## config.mk

```make
export PLATFORM = sky130hd
export DESIGN_NAME = log_mem_reader
export DESIGN_NICKNAME = d
export VERILOG_FILES = /design/src/rtl/log_pkg.sv /design/src/rtl/log_word_serializer.sv /design/src/rtl/log_mem_reader.sv
export SDC_FILE = /design/constraint.sdc
export NUM_CORES = 1
export LEC_CHECK = 0
export ABC_AREA = 1
export CAP_MARGIN = 15
export CORE_UTILIZATION = 44
export CTS_CLUSTER_SIZE = 30
export DETAILED_ROUTE_END_ITERATION = 12
export GPL_ROUTABILITY_DRIVEN = 0
export PLACE_DENSITY_LB_ADDON = 0.2
export SLEW_MARGIN = 30
export SYNTH_ARGS = -nofsm -noshare
export SYNTH_HDL_FRONTEND = slang
export SYNTH_SLANG_ARGS = --single-unit
```

## constraint.sdc

```tcl
create_clock -name clk -period 1.7 [get_ports clk]
set_clock_uncertainty 0.2 [all_clocks]
set_input_delay 0.34 -clock clk [delete_from_list [all_inputs] [get_ports clk]]
set_output_delay 0.34 -clock clk [all_outputs]
set_load 0.02 [all_outputs]
```

## src/rtl/log_pkg.sv

```systemverilog
// rtl/log_pkg.sv - state encoding and word/byte sizing helpers for the log reader
package log_pkg;

  localparam logic [2:0] ST_IDLE      = 3'd0;
  localparam logic [2:0] ST_WAIT_FULL = 3'd1;
  localparam logic [2:0] ST_REQ       = 3'd2;
  localparam logic [2:0] ST_SETTLE    = 3'd3;
  localparam logic [2:0] ST_FETCH     = 3'd4;
  localparam logic [2:0] ST_LATCH     = 3'd5;
  localparam logic [2:0] ST_SEND      = 3'd6;
  localparam logic [2:0] ST_DONE      = 3'd7;

  function automatic int bytes_per_word(input int data_w);
    return 2 * data_w / 8;
  endfunction

  function automatic int byte_idx_width(input int data_w);
    return (bytes_per_word(data_w) > 1) ? $clog2(bytes_per_word(data_w)) : 1;
  endfunction

endpackage

```

## src/rtl/log_word_serializer.sv

```systemverilog
// rtl/log_word_serializer.sv - shifts one two-lane logger word out as bytes, LSB first
module log_word_serializer
  import log_pkg::*;
#(
  parameter int DATA_W = 16
) (
  input  logic                clk,
  input  logic                i_rst,
  input  logic                i_load,
  input  logic [2*DATA_W-1:0] i_word,
  input  logic                i_active,
  output logic [7:0]          o_tdata,
  output logic                o_tvalid,
  input  logic                i_tready,
  output logic                o_word_done
);

  localparam int BPW   = bytes_per_word(DATA_W);
  localparam int IDX_W = byte_idx_width(DATA_W);

  logic [2*DATA_W-1:0] r_shift;
  logic [IDX_W-1:0]    r_idx;
  logic                w_fire;
  logic                w_last;

  assign w_fire      = i_active & i_tready;
  assign w_last      = (r_idx == IDX_W'(BPW - 1));
  assign o_tvalid    = i_active;
  assign o_tdata     = r_shift[7:0];
  assign o_word_done = w_fire & w_last;

  // Lane A sits in the low half, so shifting right sends lane A bytes first.
  always_ff @(posedge clk) begin
    if (i_rst) begin
      r_shift <= '0;
      r_idx   <= '0;
    end else if (i_load) begin
      r_shift <= i_word;
      r_idx   <= '0;
    end else if (w_fire) begin
      r_shift <= r_shift >> 8;
      r_idx   <= r_idx + 1'b1;
    end
  end

endmodule

```

## src/rtl/log_mem_reader.sv

```systemverilog
// rtl/log_mem_reader.sv - dumps the full I/Q logger buffer as a byte stream
// Optional macro LOG_READER_AUTORUN_EN: pulse o_run_log with o_done to re-arm the logger.
module log_mem_reader
  import log_pkg::*;
#(
  parameter int BRAM_ADDR_WIDTH = 15,
  parameter int BRAM_DATA_WIDTH = 16
) (
  input  logic                         clk,
  input  logic                         i_rst,
  input  logic                         i_start,
  input  logic                         i_mem_full,
  input  logic [2*BRAM_DATA_WIDTH-1:0] i_data_log_from_mem,
  output logic                         o_read_log,
  output logic [BRAM_ADDR_WIDTH-1:0]   o_addr_log_to_mem,
  output logic                         o_run_log,
  output logic [7:0]                   o_tx_data,
  output logic                         o_tx_valid,
  input  logic                         i_tx_ready,
  output logic                         o_busy,
  output logic                         o_done,
  output logic                         o_err
);

  logic [2:0]                 r_state;
  logic [2:0]                 w_next;
  logic [BRAM_ADDR_WIDTH-1:0] r_addr;
  logic                       r_err;
  logic                       w_in_dump;
  logic                       w_abort;
  logic                       w_addr_last;
  logic                       w_word_done;
  logic                       w_send;
  logic                       w_load;

  assign w_in_dump = (r_state == ST_REQ) || (r_state == ST_SETTLE) || (r_state == ST_FETCH) ||
                     (r_state == ST_LATCH) || (r_state == ST_SEND);
  assign w_abort     = w_in_dump & ~i_mem_full;
  assign w_addr_last = &r_addr;

  always_ff @(posedge clk) begin
    if (i_rst) r_state <= ST_IDLE;
    else       r_state <= w_next;
  end

  always_comb begin
    w_next = r_state;
    case (r_state)
      ST_IDLE:      if (i_start) w_next = ST_WAIT_FULL;
      ST_WAIT_FULL: if (i_mem_full) w_next = ST_REQ;
      ST_REQ:       w_next = ST_SETTLE;
      ST_SETTLE:    w_next = ST_FETCH;
      ST_FETCH:     w_next = ST_LATCH;
      ST_LATCH:     w_next = ST_SEND;
      ST_SEND:      if (w_word_done) w_next = w_addr_last ? ST_DONE : ST_FETCH;
      ST_DONE:      w_next = ST_IDLE;
      default:      w_next = ST_IDLE;
    endcase
    // Losing the full flag means the logger left read mode; the buffer is no longer trustworthy.
    if (w_abort) w_next = ST_IDLE;
  end

  always_comb begin
    o_busy     = (r_state != ST_IDLE);
    o_read_log = w_in_dump;
    o_done     = (r_state == ST_DONE);
    w_send     = (r_state == ST_SEND);
    w_load     = (r_state == ST_LATCH);
    o_run_log  = 1'b0;
`ifdef LOG_READER_AUTORUN_EN
    o_run_log  = (r_state == ST_DONE);
`endif
  end

  always_ff @(posedge clk) begin
    if (i_rst) begin
      r_addr <= '0;
      r_err  <= 1'b0;
    end else begin
      r_err <= w_abort;
      if (w_abort || (r_state == ST_IDLE))
        r_addr <= '0;
      else if (w_send && w_word_done)
        r_addr <= w_addr_last ? '0 : r_addr + 1'b1;
    end
  end

  assign o_addr_log_to_mem = r_addr;
  assign o_err             = r_err;

  log_word_serializer #(
    .DATA_W (BRAM_DATA_WIDTH)
  ) u_ser (
    .clk         (clk),
    .i_rst       (i_rst),
    .i_load      (w_load),
    .i_word      (i_data_log_from_mem),
    .i_active    (w_send),
    .o_tdata     (o_tx_data),
    .o_tvalid    (o_tx_valid),
    .i_tready    (i_tx_ready),
    .o_word_done (w_word_done)
  );

endmodule

```

==> report_table.html <==
<table>
<tr><th>Metric</th><th>Value</th></tr>
<tr><th colspan="2">Outcome</th></tr>
<tr><td>Run status</td><td>finished clean</td></tr>
<tr><th colspan="2">STA</th></tr>
<tr><td>Portion of the clock cycle consumed by the worst path in the final layout</td><td>98.1%</td></tr>
<tr><td>Smallest hold slack</td><td>264 ps</td></tr>
<tr><td>Minimum clock period</td><td>1670 ps</td></tr>
<tr><td>Final count of pins violating max slew</td><td>0</td></tr>
<tr><td>Final setup vio count</td><td>0</td></tr>
<tr><td>RSZ-0062 raised after global routing</td><td>yes</td></tr>
<tr><td>Max frequency</td><td>599 MHz</td></tr>
<tr><td>Final Hold Vio Count</td><td>0</td></tr>
<tr><th colspan="2">Placed design</th></tr>
<tr><td>PortBufs</td><td>64</td></tr>
<tr><td>Detailed-placement wirelength estimate</td><td>4370 um</td></tr>
<tr><td>Cell total after placement</td><td>515</td></tr>
<tr><th colspan="2">CTS</th></tr>
<tr><td>CTS H-tree lvls</td><td>2</td></tr>
<tr><td>CTS Hold Buffers Added</td><td>0</td></tr>
<tr><td>TritonCTS clock tree</td><td>yes</td></tr>
<tr><td>Number of buffers added by the clock tree synthesis step</td><td>5</td></tr>
<tr><td>Worst-skew pair later-pin latency</td><td>300 ps</td></tr>
<tr><td>Clock edge transition at the registers on the reported setup and hold paths</td><td>90 ps</td></tr>
<tr><td>Number of clock sinks</td><td>53</td></tr>
<tr><td>Cell at the root of the clock tree</td><td>sky130_fd_sc_hd__clkbuf_8</td></tr>
<tr><td>Buffer depth of the longest clock path</td><td>2</td></tr>
<tr><th colspan="2">Route</th></tr>
<tr><td>Detailed router's first-iteration violation count</td><td>126</td></tr>
<tr><td>Routed WL</td><td>6150 um</td></tr>
<tr><td>Number of DRC violations after detailed routing</td><td>0</td></tr>
<tr><td>Total iterations of the first detailed-routing run</td><td>5</td></tr>
<tr><td>Per-cell routed wire length</td><td>11.6 um</td></tr>
<tr><td>Via-per-instance ratio</td><td>4.80</td></tr>
<tr><td>Via Count</td><td>2534</td></tr>
<tr><td>Remaining antenna violation count after routing</td><td>0</td></tr>
<tr><th colspan="2">Synthesis</th></tr>
<tr><td>Area share of the largest cell type after synthesis</td><td>41.0%</td></tr>
<tr><td>Sequential share of the synthesized area</td><td>41.0%</td></tr>
<tr><td>Number of different library cells in the post-synthesis netlist</td><td>31</td></tr>
<tr><td>Synth Instances</td><td>370</td></tr>
<tr><td>Area of the mapped netlist</td><td>2590 um2</td></tr>
<tr><td>Main area contributors after synthesis</td><td>sky130_fd_sc_hd__dfxtp_1 41%, sky130_fd_sc_hd__nand2_1 20%, sky130_fd_sc_hd__nor2_1 4.8%, sky130_fd_sc_hd__a31oi_1 4.6%, sky130_fd_sc_hd__a21oi_1 4.1%</td></tr>
<tr><td>Yosys warning count</td><td>0</td></tr>
<tr><td>Number of flops mapped to enable cells by yosys</td><td>0</td></tr>
<tr><td>Number of flip-flops and latches in the synthesized netlist</td><td>53</td></tr>
<tr><td>Mean post-synth cell area</td><td>6.99 um2</td></tr>
<tr><td>Net count after synthesis</td><td>409</td></tr>
<tr><td>Largest area contributor in the netlist</td><td>sky130_fd_sc_hd__dfxtp_1</td></tr>
<tr><td>Async SR Flop Fraction</td><td>0%</td></tr>
<tr><td>Post-synth top flop</td><td>sky130_fd_sc_hd__dfxtp_1</td></tr>
<tr><th colspan="2">Setup path</th></tr>
<tr><td>Worst EP required</td><td>1160 ps</td></tr>
<tr><td>Buf/Inv on CP</td><td>2</td></tr>
<tr><td>Largest incremental delay on the critical path</td><td>340 ps</td></tr>
<tr><td>Worst setup EP type</td><td>primary output</td></tr>
<tr><td>End of the worst register-to-register path</td><td>o_addr_log_to_mem[3]</td></tr>
<tr><td>Beginning of the worst register-to-register path</td><td>r_state[1]</td></tr>
<tr><td>Start point of the critical path</td><td>r_state[1]</td></tr>
<tr><td>Worst-case reg-to-reg path depth</td><td>9</td></tr>
<tr><td>Worst R2R Setup Slack</td><td>40 ps</td></tr>
<tr><td>Crit-path leading delay family</td><td>flip-flops</td></tr>
<tr><td>Worst EP arrival</td><td>1130 ps</td></tr>
<tr><td>Crit-path slowest cell</td><td>sky130_fd_sc_hd__dfxtp_2</td></tr>
<tr><td>Crit-path max FO</td><td>4</td></tr>
<tr><td>Critical path launch point type</td><td>flip-flop</td></tr>
<tr><td>Worst setup path category</td><td>reg2out</td></tr>
<tr><td>Crit. path cell count</td><td>6</td></tr>
<tr><td>Cell Chain, Critical Path</td><td>buf_6 -&gt; nand2_1 -&gt; nand2_1 -&gt; nand2_2 -&gt; nand2_2 -&gt; buf_6</td></tr>
<tr><th colspan="2">Final layout</th></tr>
<tr><td>Number of inserted diodes</td><td>0</td></tr>
<tr><td>Area delta synth-&gt;final</td><td>39.3%</td></tr>
<tr><td>Share of the core filled with cells</td><td>64.6%</td></tr>
<tr><td>Share of cells above drive strength 1</td><td>17.3%</td></tr>
<tr><td>Cell Count, Final, Fillers Out</td><td>528</td></tr>
<tr><td>Number of nets at the end of the flow</td><td>494</td></tr>
<tr><th colspan="2">Run</th></tr>
<tr><td>Count of max-cap constraint violations</td><td>0</td></tr>
<tr><th colspan="2">Power</th></tr>
<tr><td>Power density over the cells</td><td>832 nW/um2</td></tr>
<tr><td>Part of the total power dissipated in combinational logic</td><td>31.7%</td></tr>
<tr><td>Total power draw</td><td>3.00 mW</td></tr>
<tr><td>Leakage component of the power</td><td>1.55 nW</td></tr>
<tr><td>Maximum vdd ir drop</td><td>758 uV</td></tr>
<tr><td>Internal power summed over all cells</td><td>2.05 mW</td></tr>
<tr><td>Portion of total power attributed to the clock network</td><td>23.4%</td></tr>
<tr><td>Psw</td><td>0.951 mW</td></tr>
<tr><td>Net switching share of the total power</td><td>31.7%</td></tr>
<tr><td>Register share of total power</td><td>44.9%</td></tr>
<tr><th colspan="2">Floorplanning</th></tr>
<tr><td># IOs</td><td>66</td></tr>
<tr><td>Die X</td><td>78.7 um</td></tr>
<tr><td>Die Y</td><td>78.7 um</td></tr>
<tr><td>Floorplan die area</td><td>6190 um2</td></tr>
<tr><td>Area inside the core boundary</td><td>5570 um2</td></tr>
<tr><td>Number of rows in the core area</td><td>27</td></tr>
<tr><td>Initial Utilization</td><td>46.4%</td></tr>
<tr><th colspan="2">GRT</th></tr>
<tr><td>Vias in the first global route</td><td>2310</td></tr>
<tr><td>Total Routing Usage GR</td><td>20.3%</td></tr>
<tr><td>Antenna violations before repair</td><td>0</td></tr>
<tr><td>Total global routing overflow</td><td>0</td></tr>
<tr><td>Global-route wire length before repair</td><td>10100 um</td></tr>
<tr><td>Largest net degree at the start of global routing</td><td>34</td></tr>
<tr><th colspan="2">Hold path</th></tr>
<tr><td>Endpoint with the worst hold slack</td><td>u_ser.r_shift[27]</td></tr>
<tr><td>Source of the worst hold timing path</td><td>u_ser.r_shift[27]</td></tr>
<tr><td>Cell count of the worst hold path</td><td>2</td></tr>
<tr><td>Type of the worst min-delay path</td><td>reg2reg</td></tr>
</table>
[cells by family (layout without fill, tap and decap cells)]
family	Yosys count	in the layout	synth area share, %
and+or+nand+nor	206	206	34.7
AOI/OAI and AO/OA	48	48	10.8
buffers and inverters	57	143	11.4
adders and majority gates	2	2	0.967
xor gates and xnor gates	3	3	1.02
DFF	53	53	41.0
other	1	1	0.145
[state kept, by name, summed over array words and instances (netlist names)]
signal	count
o_err	1
o_addr_log_to_mem	15
u_ser.r_shift	32
u_ser.r_idx	2
r_state	3
[routing by layer]
layer / global-route usage, % / share of wire, % / wire length [um] / vias to the layer above
li1: - / - / - / 1345
met1: 27.0 / 49 / 2980 / 1120
met2: 34.5 / 47 / 2870 / 67
met3: 3.84 / 4.3 / 264 / 2
met4: 3.33 / 0.39 / 24 / 0
met5: 0 / 0 / 0 / -
[placed cells by master (no fill, tap or decap), types with 2 or more instances in the layout]
| cell type | count |
|---|---|
| sky130_fd_sc_hd__a21oi_1 | 21 |
| sky130_fd_sc_hd__a22oi_1 | 5 |
| sky130_fd_sc_hd__a31oi_1 | 19 |
| sky130_fd_sc_hd__buf_12 | 4 |
| sky130_fd_sc_hd__buf_2 | 2 |
| sky130_fd_sc_hd__buf_4 | 30 |
| sky130_fd_sc_hd__buf_6 | 6 |
| sky130_fd_sc_hd__clkbuf_8 | 5 |
| sky130_fd_sc_hd__clkdlybuf4s50_1 | 35 |
| sky130_fd_sc_hd__clkinv_2 | 2 |
| sky130_fd_sc_hd__dfxtp_1 | 48 |
| sky130_fd_sc_hd__dfxtp_2 | 4 |
| sky130_fd_sc_hd__dlygate4sd2_1 | 24 |
| sky130_fd_sc_hd__ha_1 | 2 |
| sky130_fd_sc_hd__inv_1 | 27 |
| sky130_fd_sc_hd__inv_2 | 5 |
| sky130_fd_sc_hd__nand2_1 | 134 |
| sky130_fd_sc_hd__nand2_2 | 4 |
| sky130_fd_sc_hd__nand3_1 | 16 |
| sky130_fd_sc_hd__nand3_2 | 4 |
| sky130_fd_sc_hd__nand3b_1 | 2 |
| sky130_fd_sc_hd__nand4_1 | 6 |
| sky130_fd_sc_hd__nor2_1 | 29 |
| sky130_fd_sc_hd__nor2_2 | 2 |
| sky130_fd_sc_hd__nor2_4 | 2 |
| sky130_fd_sc_hd__xor2_1 | 3 |
[cells in the mapped netlist, types with 2 or more instances]
cell type                  count
sky130_fd_sc_hd__a21oi_1      21
sky130_fd_sc_hd__a22oi_1       5
sky130_fd_sc_hd__a31oi_1      19
sky130_fd_sc_hd__buf_2         4
sky130_fd_sc_hd__buf_4        10
sky130_fd_sc_hd__buf_6         5
sky130_fd_sc_hd__clkbuf_1      3
sky130_fd_sc_hd__dfxtp_1      53
sky130_fd_sc_hd__ha_1          2
sky130_fd_sc_hd__inv_1        28
sky130_fd_sc_hd__inv_2         5
sky130_fd_sc_hd__nand2_1     137
sky130_fd_sc_hd__nand3_1      18
sky130_fd_sc_hd__nand3_2       2
sky130_fd_sc_hd__nand3b_1      2
sky130_fd_sc_hd__nand4_1       6
sky130_fd_sc_hd__nor2_1       33
sky130_fd_sc_hd__nor3_2        2
sky130_fd_sc_hd__xor2_1        3
[worst max path at each step]
stage / to / slack (ps)
2_1_floorplan: o_addr_log_to_mem[14] / 30
3_3_place_gp: o_addr_log_to_mem[14] / -260
3_5_place_dp: o_addr_log_to_mem[13] / -340
4_1_cts: o_read_log / -10
5_1_grt: o_read_log / -50
6_report: o_read_log / 30
[final cells by class]
cell class | instances | area, um2
clock buffers | 5 | 68.8
clock inverters | 3 | 17.5
inverters | 33 | 126
well taps | 72 | 90.1
fillers | 523 | 1970
flip-flops and latches | 53 | 1070
repair buffers | 102 | 956
multi-input cells | 260 | 1270
[repair_timing]
action / CTS / global route
buffers inserted: 0 / 5
endpoints found under the setup margin: 29 / 38
resized for setup: 47 / 21
pin swaps: 1 / 5
[per-stage QoR]
stage / setup WS, ps / setup TNS [ps] / area, um2
2_1_floorplan: 29.2 / 0 / 2590
3_3_place_gp: -265 / -9220 / 3440
3_5_place_dp: -339 / -10480 / 3440
4_1_cts: -11.9 / -11.9 / 3500
5_1_grt: -48.6 / -171 / 3600
6_report: 31.9 / 0 / 3600
[power groups by stage]
stage / sequential, mW / combinational (mW) / clock (mW)
final: 1.35 / 0.950 / 0.702
after floorplan: 1.36 / 0.454 / 0
after global routing: 1.35 / 1.04 / 0.779
after CTS: 1.33 / 0.840 / 0.721
after global placement: 1.35 / 0.842 / 0
after detailed placement: 1.35 / 0.844 / 0
[tightest hold or removal path, stage by stage, from the launching register on]
cell and delay [ps]:
sky130_fd_sc_hd__dfxtp_1 320, sky130_fd_sc_hd__nand2_1 60, sky130_fd_sc_hd__a21oi_1 50
Power figures use the tool's default switching activity.
